===== config.mk =====
export PLATFORM = sky130hd
export DESIGN_NAME = ps2_cmd_ctrl
export DESIGN_NICKNAME = d
export VERILOG_FILES = /design/src/rtl/ps2_cmd_ctrl.sv
export SDC_FILE = /design/constraint.sdc
export NUM_CORES = 1
export LEC_CHECK = 0
export CAP_MARGIN = 15
export CORE_MARGIN = 2
export CORE_UTILIZATION = 35
export CTS_BUF_LIST = sky130_fd_sc_hd__clkbuf_4 sky130_fd_sc_hd__clkbuf_8 sky130_fd_sc_hd__clkbuf_16
export CTS_CLUSTER_DIAMETER = 200
export DETAILED_ROUTE_END_ITERATION = 7
export GPL_TIMING_DRIVEN = 0
export PLACE_DENSITY_LB_ADDON = 0.1
export SLEW_MARGIN = 20
export SYNTH_ARGS = -nofsm -noshare
export SYNTH_HDL_FRONTEND = slang
export SYNTH_SLANG_ARGS = --single-unit

===== constraint.sdc =====
create_clock -name clk -period 2.1 [get_ports clk]
set_input_delay 0.315 -clock clk [delete_from_list [all_inputs] [get_ports clk]]
set_output_delay 0.315 -clock clk [all_outputs]
set_load 0.01 [all_outputs]

===== src/rtl/ps2_cmd_ctrl.sv =====
// PS/2 "Set LEDs" command sequencer.
// Sends 0xED followed by the LED mask, waits for the keyboard ACK after each
// byte, retries on resend/timeout/transmit error, and shares the receive
// FIFO with the scan-code decoder. ACK/RESEND bytes are consumed only while
// an acknowledge is awaited; all other bytes pass through to the decoder.
module ps2_cmd_ctrl #(
  parameter logic [23:0] TIMEOUT   = 24'd1000000,
  parameter logic [1:0]  MAX_RETRY = 2'd2
) (
  input  logic       clk,
  input  logic       rstn,
  input  logic       led_req,
  input  logic [2:0] led_mask,
  output logic       busy,
  output logic       done,
  output logic       err,
  output logic       tx_req,
  output logic [7:0] tx_byte,
  input  logic       tx_done,
  input  logic       tx_err,
  input  logic       rx_ready,
  input  logic [7:0] rx_data,
  output logic       rx_read_next,
  output logic       fwd_ready,
  output logic [7:0] fwd_data,
  input  logic       fwd_read_next
);

  typedef enum logic [2:0] {
    IDLE      = 3'd0,
    SEND_CMD  = 3'd1,
    WAIT_ACK1 = 3'd2,
    SEND_ARG  = 3'd3,
    WAIT_ACK2 = 3'd4
  } state_t;

  localparam logic [7:0]  CMD_SET_LED = 8'hED;
  localparam logic [7:0]  RSP_ACK     = 8'hFA;
  localparam logic [7:0]  RSP_RESEND  = 8'hFE;
  localparam logic [23:0] TMO_LAST    = TIMEOUT - 24'd1;

  state_t      state;
  state_t      state_nxt;
  logic [2:0]  mask;
  logic [2:0]  pend_mask;
  logic        pending;
  logic [1:0]  retry_cnt;
  logic [23:0] tmo_cnt;

  logic        in_wait;
  logic        rsp_hit;
  logic        rsp_ack;
  logic        rsp_resend;
  logic        tmo_hit;
  logic        start;
  logic        retry_clr;
  logic        retry_inc;
  logic        fail;

  // FA/FE at the FIFO head belongs to us only while an ACK is awaited;
  // in every other state it is ordinary keyboard traffic.
  assign in_wait    = (state == WAIT_ACK1) || (state == WAIT_ACK2);
  assign rsp_hit    = in_wait && ((rx_data == RSP_ACK) || (rx_data == RSP_RESEND));
  assign rsp_ack    = rsp_hit && rx_ready && (rx_data == RSP_ACK);
  assign rsp_resend = rsp_hit && rx_ready && (rx_data == RSP_RESEND);
  assign tmo_hit    = in_wait && (tmo_cnt == TMO_LAST);

  assign fwd_data     = rx_data;
  assign fwd_ready    = rsp_hit ? 1'b0 : rx_ready;
  assign rx_read_next = rsp_hit ? rx_ready : (fwd_read_next && rx_ready);
  assign busy         = (state != IDLE) || pending;

  // State register
  always_ff @(posedge clk or negedge rstn) begin
    if (!rstn) state <= IDLE;
    else       state <= state_nxt;
  end

  // Mask latch, coalescing of requests made while busy, retry and ACK-timeout counters
  always_ff @(posedge clk or negedge rstn) begin
    if (!rstn) begin
      mask      <= 3'd0;
      pend_mask <= 3'd0;
      pending   <= 1'b0;
      retry_cnt <= 2'd0;
      tmo_cnt   <= 24'd0;
    end else begin
      if (start) mask <= led_req ? led_mask : pend_mask;
      // A request that arrives while a command is in flight (including the
      // cycle of its done/err pulse) is parked; only the newest mask survives.
      if (led_req && (state != IDLE)) begin
        pending   <= 1'b1;
        pend_mask <= led_mask;
      end else if (start) begin
        pending   <= 1'b0;
      end
      if (retry_clr)      retry_cnt <= 2'd0;
      else if (retry_inc) retry_cnt <= retry_cnt + 2'd1;
      // Waits are always entered from a SEND state, so the counter is already zero on entry.
      if (in_wait) tmo_cnt <= tmo_cnt + 24'd1;
      else         tmo_cnt <= 24'd0;
    end
  end

  // Next-state and output decode; all failures funnel into one retry/abandon decision
  always_comb begin
    state_nxt = state;
    done      = 1'b0;
    err       = 1'b0;
    tx_req    = 1'b0;
    tx_byte   = 8'h00;
    start     = 1'b0;
    retry_clr = 1'b0;
    retry_inc = 1'b0;
    fail      = 1'b0;
    case (state)
      IDLE: begin
        if (led_req || pending) begin
          start     = 1'b1;
          retry_clr = 1'b1;
          state_nxt = SEND_CMD;
        end
      end
      SEND_CMD: begin
        tx_req  = 1'b1;
        tx_byte = CMD_SET_LED;
        if (tx_done)     state_nxt = WAIT_ACK1;
        else if (tx_err) fail      = 1'b1;
      end
      WAIT_ACK1: begin
        if (rsp_ack) begin
          retry_clr = 1'b1;
          state_nxt = SEND_ARG;
        end else if (rsp_resend || tmo_hit) begin
          fail = 1'b1;
        end
      end
      SEND_ARG: begin
        tx_req  = 1'b1;
        tx_byte = {5'b0, mask};
        if (tx_done)     state_nxt = WAIT_ACK2;
        else if (tx_err) fail      = 1'b1;
      end
      WAIT_ACK2: begin
        if (rsp_ack) begin
          done      = 1'b1;
          state_nxt = IDLE;
        end else if (rsp_resend || tmo_hit) begin
          fail = 1'b1;
        end
      end
      default: state_nxt = IDLE;
    endcase
    if (fail) begin
      if (retry_cnt < MAX_RETRY) begin
        retry_inc = 1'b1;
        state_nxt = ((state == SEND_CMD) || (state == WAIT_ACK1)) ? SEND_CMD : SEND_ARG;
      end else begin
        err       = 1'b1;
        state_nxt = IDLE;
      end
    end
  end

endmodule


; ---- After elaboration in Yosys (flattened, before gate mapping)
; Index checks and enable logic that the tools add are counted.
[classes]
addsub = 2
magnitude_cmp = 1
n_eq_ne = 12
mux = 33
n_reduce_logical = 20
[ops]
columns = operator, count
row1 = "adder 24 x 1 -> 24 bit, second input constant", 1
row2 = "equality test 24 x 20 -> 1 bit, second input constant", 1
row3 = 2-to-1 mux 24 bit, 1
row4 = 2-to-1 mux 3 bit, 7
row5 = 2-to-1 mux 1 bit, 17
row6 = "equality test 8 bit, second input constant", 2
row7 = case mux 8 bit (2 select lines), 1
row8 = "inequality test 3 bit, second input constant", 5
row9 = case mux 3 bit (5 select lines), 1
row10 = 2-to-1 mux 2 bit, 4
row11 = logical AND 1 bit, 7
row12 = "equality test 3 x 2 -> 1 bit, second input constant", 2
row13 = logical OR 1 bit, 6
row14 = AND reduction 5 bit, 1
row15 = case mux 1 bit (2 select lines), 2
row16 = nonzero test 2 bit, 2
row17 = OR reduction 2 bit, 2
row18 = "equality test 3 x 1 -> 1 bit, second input constant", 1
row19 = "equality test 3 bit, second input constant", 1
row20 = logical NOT 3 bit, 1
row21 = nonzero test 3 bit, 1
row22 = "adder 2 x 1 -> 2 bit, second input constant", 1
row23 = "less-than comparator 2 bit, second input constant", 1
[word_totals]
reg_bits = 36
inputBits = 18
wordCells = 74

; ---- Longest topological paths before layout
; Gate-level depths: netlist (run 1).
[depth]
ltp_word = 12
ltp_mapped = 6
ltp_nobuf = 6

; ---- Worst setup path after synthesis (run 1)
; OpenSTA, ideal clock, no wires.
[synth_path]
kind = register -> output
start = reg tmo_cnt[0]
end = out err
arrival_time_ns = 1.612
setup_slack_ns = 0.173
path_stages_with_launch = 7
cell_sequence = dfrtp_1 > ha_1 > nand4_4 > nor2_1 > nor4b_4 > or2b_1 > and2_1
[synth_via]
elab_chain_len = 7
[synth_rtl]
columns = element, line_no
row1 = from (decl), 48  ; logic [23:0] tmo_cnt;
row2 = from (signal assigned), 100  ; if (in_wait) tmo_cnt <= tmo_cnt + 24'd1;
row3 = equality test 24 x 20 -> 1 bit, 66  ; assign tmo_hit = in_wait && (tmo_cnt == TMO_LAST);
row4 = logical AND 1 bit, 66
row5 = logical OR 1 bit, "134, 148"
row6 = 2-to-1 mux 1 bit, "134, 148"
row7 = 2-to-1 mux 1 bit, 145  ; if (rsp_ack) begin
row8 = case mux 1 bit (2 select lines), 116  ; case (state)
row9 = 2-to-1 mux 1 bit, 154  ; if (fail) begin
row10 = to (decl), 16  ; output logic err,
; Every way passes these cells.

; ---- Worst setup path in the final report (run 1)
[layout_path]
start = reg state[2]
end = out err
[layout_via]
elab_chain_len = 10
word_cells_on_any_way = 17
classes_between = eq/ne (4) / mux (4) / reduce/logical (9)
[layout_rtl]
columns = element, line_no
row1 = from (decl), 42  ; state_t state;
row2 = from (signal assigned), 76  ; else state <= state_nxt;
row3 = equality test 3 x 2 -> 1 bit / equality test 3 bit (equally long branches), "62, 116"
row4 = logical OR 1 bit, 62  ; assign in_wait = (state == WAIT_ACK1) || (state == WAIT_ACK2);
row5 = logical AND 1 bit, 63  ; assign rsp_hit = in_wait && ((rx_data == RSP_ACK) || (rx_data == RSP_RESEND));
row6 = logical AND 1 bit, "64, 65"
row7 = logical AND 1 bit, 65  ; assign rsp_resend = rsp_hit && rx_ready && (rx_data == RSP_RESEND);
row8 = logical OR 1 bit, "134, 148"
row9 = 2-to-1 mux 1 bit, "134, 148"
row10 = 2-to-1 mux 1 bit, 145
row11 = case mux 1 bit (2 select lines) (*), 116
row12 = 2-to-1 mux 1 bit (*), 154
; Every way passes the cells marked *; elsewhere a longest branch is shown, timed or not.

==> results.sh, run 1 <==
export IMPL_antenna_found_initial=0
export IMPL_cts_buffers_inserted=5
export IMPL_power_leakage_nw=1.21
export IMPL_r2r_start="state[2]"
export IMPL_clk_pin_slew_ns=0.08
export IMPL_vdd_ir_drop_max_mv=0.798
export IMPL_die_height_um=82.6
export IMPL_grt_pass1_vias=1784
export IMPL_path_class="register to output port"
export IMPL_worstPathCellList="xor2_4 -> buf_4 -> nand3_1 -> nor4b_4 -> or2b_1 -> and2_1 -> buf_2"
export IMPL_layout_setup_ws_ns=-0.147
export IMPL_drt_met1_wl_um=2350
export IMPL_synth_area_leaders="dfrtp_1 42%, xnor2_1 6.5%, nor2_1 5.0%"
export IMPL_synth_seq_cells=36
export IMPL_grt_start_max_net_pins=28
export IMPL_die_width_um=82.6
export IMPL_cts_root_buf="clkbuf_8"
export IMPL_initialDrtViolationCount=76
export IMPL_via_count=1778
export IMPL_yosys_area_top_type_share_pct=41.7
export IMPL_synth_cell_area_mm2=0.00216
export IMPL_rsz0062_at_grt="true"
export IMPL_wire_per_inst_um=13.5
export IMPL_min_path_type="input pin to async pin"
export IMPL_place_inst=336
export IMPL_rows=28
export IMPL_synth_main_ff_cell="dfrtp_1"
export IMPL_track_usage_pct=16.4
export IMPL_wl_met2_um=2250
export IMPL_crit_required_ns=1.78
export IMPL_num_io_pins=40
export IMPL_multi_input_area_mm2=0.00118
export IMPL_synth_area_per_cell_um2=9.74
export IMPL_routabilityCongestion=0.767
export IMPL_min_period_over_period_pct=107
export IMPL_drive_gt1_share_pct=28.0
export IMPL_startpoint="state[2]"
export IMPL_whs_ns=0.417
export IMPL_drv_cap=0
export IMPL_clock_sinks=36
export IMPL_final_cells=357
export IMPL_grt_ovfl_total=0
export IMPL_path_delay_family="simple AND/OR/NAND/NOR gates"
export IMPL_power_density_mw_per_mm2=953
export IMPL_n_antenna_cell=0
export IMPL_worst_clock_skew_ns=0.0106
export IMPL_io_buffer_count=38
export IMPL_fmax_ghz=0.445
export IMPL_ys_async_sr_fraction_pct=100
export IMPL_cp_max_fo=3
export IMPL_via_per_inst=4.98
export IMPL_yosysSeqAreaShare_pct=41.7
export IMPL_initial_core_util_pct=36.3
export IMPL_seq_area_um2=910
export IMPL_setup_viol=1
export IMPL_ant_nets=0
export IMPL_htreeDepth=2
export IMPL_cts_tree="yes"
export IMPL_nNetsFinal=300
export IMPL_synth_cell_types=51
export IMPL_final_max_slew_viol_count=0
export IMPL_outcome="finished, violations left"
export IMPL_wirelength_um=4840
export IMPL_dp_final_hpwl_um=3400
export IMPL_synth_common_cells="36 x dfrtp_1, 29 x nor2_1, 16 x xnor2_1"
export IMPL_synth_fp_nets=241
export IMPL_met3_length_um=178
export IMPL_cp_data_arrival_time_ns=1.93
export IMPL_synth_largest_area_cell="dfrtp_1"
export IMPL_coreArea_mm2=0.00596
export IMPL_start_kind="register"
export IMPL_cpPeakStageDelay_ns=0.46
export IMPL_grt_pass1_wl_um=8550
export IMPL_dieArea_mm2=0.00682
export IMPL_clock_latency_ns=0.29
export IMPL_synth_edf_count=0
export IMPL_min_period_ns=2.25
export IMPL_failed_checks="setup timing"
export IMPL_fillers=587
export IMPL_crit_slowest_cell="dfrtp_2"
export IMPL_hold_violations=0
export IMPL_drt_pass1_iter_count=4
export IMPL_end_kind="output port"
export IMPL_syn_to_final_growth_pct=36.2
export IMPL_synthMostInstantiatedCell="dfrtp_1"
export IMPL_clockBufferDepth=2
export IMPL_cp_num_buf_inv=2
export IMPL_syn_inst=222
export IMPL_drc_errors=0
export IMPL_yosys_warnings=0
export IMPL_routed_top_layer="met4"
## state kept, by name (all words and copies together), names as in the netlist
register	cells
retry_cnt	2
state	3
tmo_cnt	24
pending	1
pend_mask	3
mask	3
## where the power goes
part	leakage [nW]	internal, mW	total [mW]	switching, mW
registers	0.470	0.820	0.912	0.0918
logic	0.678	0.634	1.28	0.644
clock network	0.0586	0.365	0.617	0.252
total	1.21	1.82	2.81	0.988
## per-stage QoR
stage | util (%) | total power, mW | area [um2] | setup slack [ns] | setup TNS [ns]
finish | 49.5 | 2.81 | 2950 | -0.147 | -0.147
CTS | 49.1 | 2.83 | 2920 | -0.196 | -0.196
detailed placement | 44.5 | 2.03 | 2650 | -0.579 | -1.35
floorplan | - | 1.58 | 2160 | 0.173 | 0
global placement | 44.3 | 2.02 | 2640 | -0.612 | -8.38
global route | 49.5 | 3.04 | 2950 | -0.261 | -0.261
## logic make-up after synthesis
kind of cell | count (synthesis) | synth area share (%)
AO/OA/AOI/OAI | 26 | 7.99
multiplexers | 5 | 2.49
AND/OR/NAND/NOR | 104 | 31.4
buffers and inverters | 29 | 7.58
other | 1 | 0.173
flip-flops | 36 | 41.7
adder cells (fa/ha/maj) | 1 | 0.579
XOR/XNOR | 20 | 8.10
## layout make-up
class | instances | share of cell area [%]
Tap cell | 75 | 3.19
Multi-Input combinational cell | 157 | 40.1
Sequential cell | 36 | 30.9
Timing Repair Buffer | 53 | 16.5
Inverter | 10 | 1.27
Clock buffer | 6 | 2.59
Clock inverter | 2 | 1.19
Buffer | 18 | 4.25
## per-layer routing
metal	vias to the layer above	GRT usage, %
met4	0	5.74
met3	4	4.35
li1	887	-
met1	853	21.7
met5	-	0
met2	34	25.8
## placed cells by master (no fill, tap or decap), types with 2 or more instances in the layout
cell	count
clkdlybuf4s50_1	32
dfrtp_1	29
nor2_1	27
buf_4	25
xnor2_1	16
nand2_1	13
nand3_1	12
inv_1	9
a21oi_1	7
dfrtp_2	7
nor4_2	6
o21ai_0	6
buf_2	5
clkbuf_8	5
and3_1	4
nor3_1	4
or3_1	4
nand4_1	4
clkbuf_1	3
nor3_2	3
xor2_1	3
nor2b_1	3
a22oi_1	3
mux2_2	3
clkbuf_4	2
nor2_4	2
nand4_4	2
nor4_1	2
nor4b_4	2
o22a_1	2
mux2i_1	2
dlygate4sd2_1	2
## final timing paths
| check | end | slack [ns] | cells after the start |
|---|---|---|---|
| worst max-delay path | err | -0.15 | 7 |
| worst min-delay path | tmo_cnt[11] | 0.42 | 2 |
| worst max register to register | state[0] | 0.18 | 8 |
| worst min register to register | retry_cnt[0] | 0.48 | 1 |
| max in group asynchronous | state[1] | 1.24 | 3 |
| min in group clk | retry_cnt[0] | 0.48 | 1 |
## what timing repair did
action | in CTS | in global routing
gates resized for setup | 35 | 8
hold buffers | 1 | 0
buffers inserted | 9 | 4
pin swaps | 8 | 4
hold endpoints to repair | 9 | 0
endpoints found under the setup margin | 10 | 5
No activity file was read; power rests on OpenSTA's default activity.
==> run 2: changes to the inputs <==
SLEW_MARGIN = unset   (was 20)
==> results.sh, run 2 (synthesis results as in run 1) <==
export IMPL_place_area_mm2=0.00263
export IMPL_rsz0062_at_grt="true"
export IMPL_final_cells=355
export IMPL_min_period_over_period_pct=106
export IMPL_final_max_slew_viol_count=0
export IMPL_drive_gt1_share_pct=28.6
export IMPL_wl_met2_um=2230
export IMPL_ctsHoldBuffers=0
export IMPL_fmax_ghz=0.448
export IMPL_clock_latency_ns=0.30
export IMPL_nNetsFinal=298
export IMPL_hold_violations=0
export IMPL_rows=28
export IMPL_dieArea_mm2=0.00682
export IMPL_cts_root_buf="clkbuf_8"
export IMPL_drt_met1_wl_um=2290
export IMPL_initial_core_util_pct=36.3
export IMPL_end_kind="output port"
export IMPL_grt_ovfl_total=0
export IMPL_multi_input_area_mm2=0.00120
export IMPL_power_density_mw_per_mm2=954
export IMPL_clock_sinks=36
export IMPL_grt_start_max_net_pins=37
export IMPL_min_period_ns=2.23
export IMPL_fin_tns_setup_ns=-0.134
export IMPL_wirelength_um=4830
export IMPL_die_height_um=82.6
export IMPL_layout_setup_ws_ns=-0.134
export IMPL_place_inst=335
export IMPL_cts_tree="yes"
export IMPL_fillers=572
export IMPL_initialDrtViolationCount=100
export IMPL_ant_nets=0
export IMPL_start_kind="register"
export IMPL_setup_viol=1
export IMPL_met3_length_um=225
export IMPL_cts_buffers_inserted=5
export IMPL_via_per_inst=5.00
export IMPL_grt_pass1_wl_um=8310
export IMPL_largest_register="tmo_cnt"
export IMPL_dp_final_hpwl_um=3330
export IMPL_routabilityCongestion=0.767
export IMPL_htreeDepth=2
export IMPL_crit_required_ns=1.78
export IMPL_wire_per_inst_um=13.6
export IMPL_cp_max_fo=2
export IMPL_place_ws_ns=-0.570
export IMPL_layout_common_cells="29 x clkdlybuf4s50_1, 29 x dfrtp_1, 27 x nor2_1"
export IMPL_final_core_util_pct=49.3
export IMPL_seq_area_um2=910
export IMPL_path_class="register to output port"
export IMPL_num_io_pins=40
export IMPL_syn_to_final_growth_pct=35.8
export IMPL_worst_clock_skew_ns=0.0104
export IMPL_fin_area_mm2=0.00294
export IMPL_vdd_ir_drop_max_mv=0.833
export IMPL_whs_ns=0.0995
export IMPL_die_width_um=82.6
export IMPL_min_path_type="input pin to async pin"
export IMPL_n_antenna_cell=0
export IMPL_track_usage_pct=16.0
export IMPL_clockBufferDepth=2
export IMPL_drt_pass1_iter_count=4
export IMPL_antenna_found_initial=0
export IMPL_coreArea_mm2=0.00596
export IMPL_drv_cap=0
export IMPL_drc_errors=0
export IMPL_io_buffer_count=38
export IMPL_tightest_slew_ns=0.835
export IMPL_failed_checks="setup timing"
export IMPL_cp_data_arrival_time_ns=1.92
export IMPL_via_count=1776
export IMPL_slew_headroom_pct=44.3
export IMPL_routed_top_layer="met4"
export IMPL_outcome="finished, violations left"
export IMPL_clk_pin_slew_ns=0.08
export IMPL_grt_pass1_vias=1740
export IMPL_p_total_mw=2.80
export IMPL_largest_register_ff_count=24
export IMPL_power_leakage_nw=1.20
run 2: what timing repair did:
action / 4_1_cts / 5_1_grt
setup endpoints to repair: 10 / 6
resized for setup: 38 / 9
setup buffers: 9 / 3
pin swaps: 7 / 5
run 2: final timing paths:
| check | start | end | slack, ns | cells after the start |
|---|---|---|---|---|
| worst max-delay path | tmo_cnt[8] | err | -0.13 | 6 |
| worst min-delay path | rstn | tmo_cnt[9] | 0.1 | 1 |
| worst max register to register | state[2] | retry_cnt[1] | 0.17 | 8 |
| worst min register to register | retry_cnt[0] | retry_cnt[0] | 0.48 | 1 |
| max in group asynchronous | rstn | state[2] | 1.40 | 1 |
| min in group clk | retry_cnt[0] | retry_cnt[0] | 0.48 | 1 |
run 2: cell type report:
| cell class | count | share of cell area, % |
|---|---|---|
| multi-input combinational | 157 | 40.8 |
| buffer | 19 | 4.73 |
| timing repair buffer | 50 | 15.3 |
| tap | 75 | 3.20 |
| clock buffer | 5 | 2.34 |
| sequential | 36 | 31.0 |
| inverter | 10 | 1.28 |
| clock inverter | 3 | 1.45 |
run 2: worst max-delay path: stages, from the launching register on:
cell	delay, ns
dfrtp_2	0.43
nor4b_4	0.28
nand4_1	0.20
nor4b_4	0.30
or2b_1	0.17
and2_1	0.12
buf_2	0.12
run 2: per-layer routing:
| metal | vias up | GRT usage, % |
|---|---|---|
| met4 | 0 | 6.56 |
| met3 | 8 | 4.24 |
| met2 | 40 | 25.2 |
| met1 | 846 | 20.9 |
| li1 | 882 | - |
| met5 | - | 0 |
run 2: where the power goes:
part           leakage, nW  switching (mW)  internal, mW  total, mW
clock network       0.0541           0.269         0.352      0.621
registers            0.470          0.0987         0.820      0.919
logic                0.679           0.636         0.623       1.26
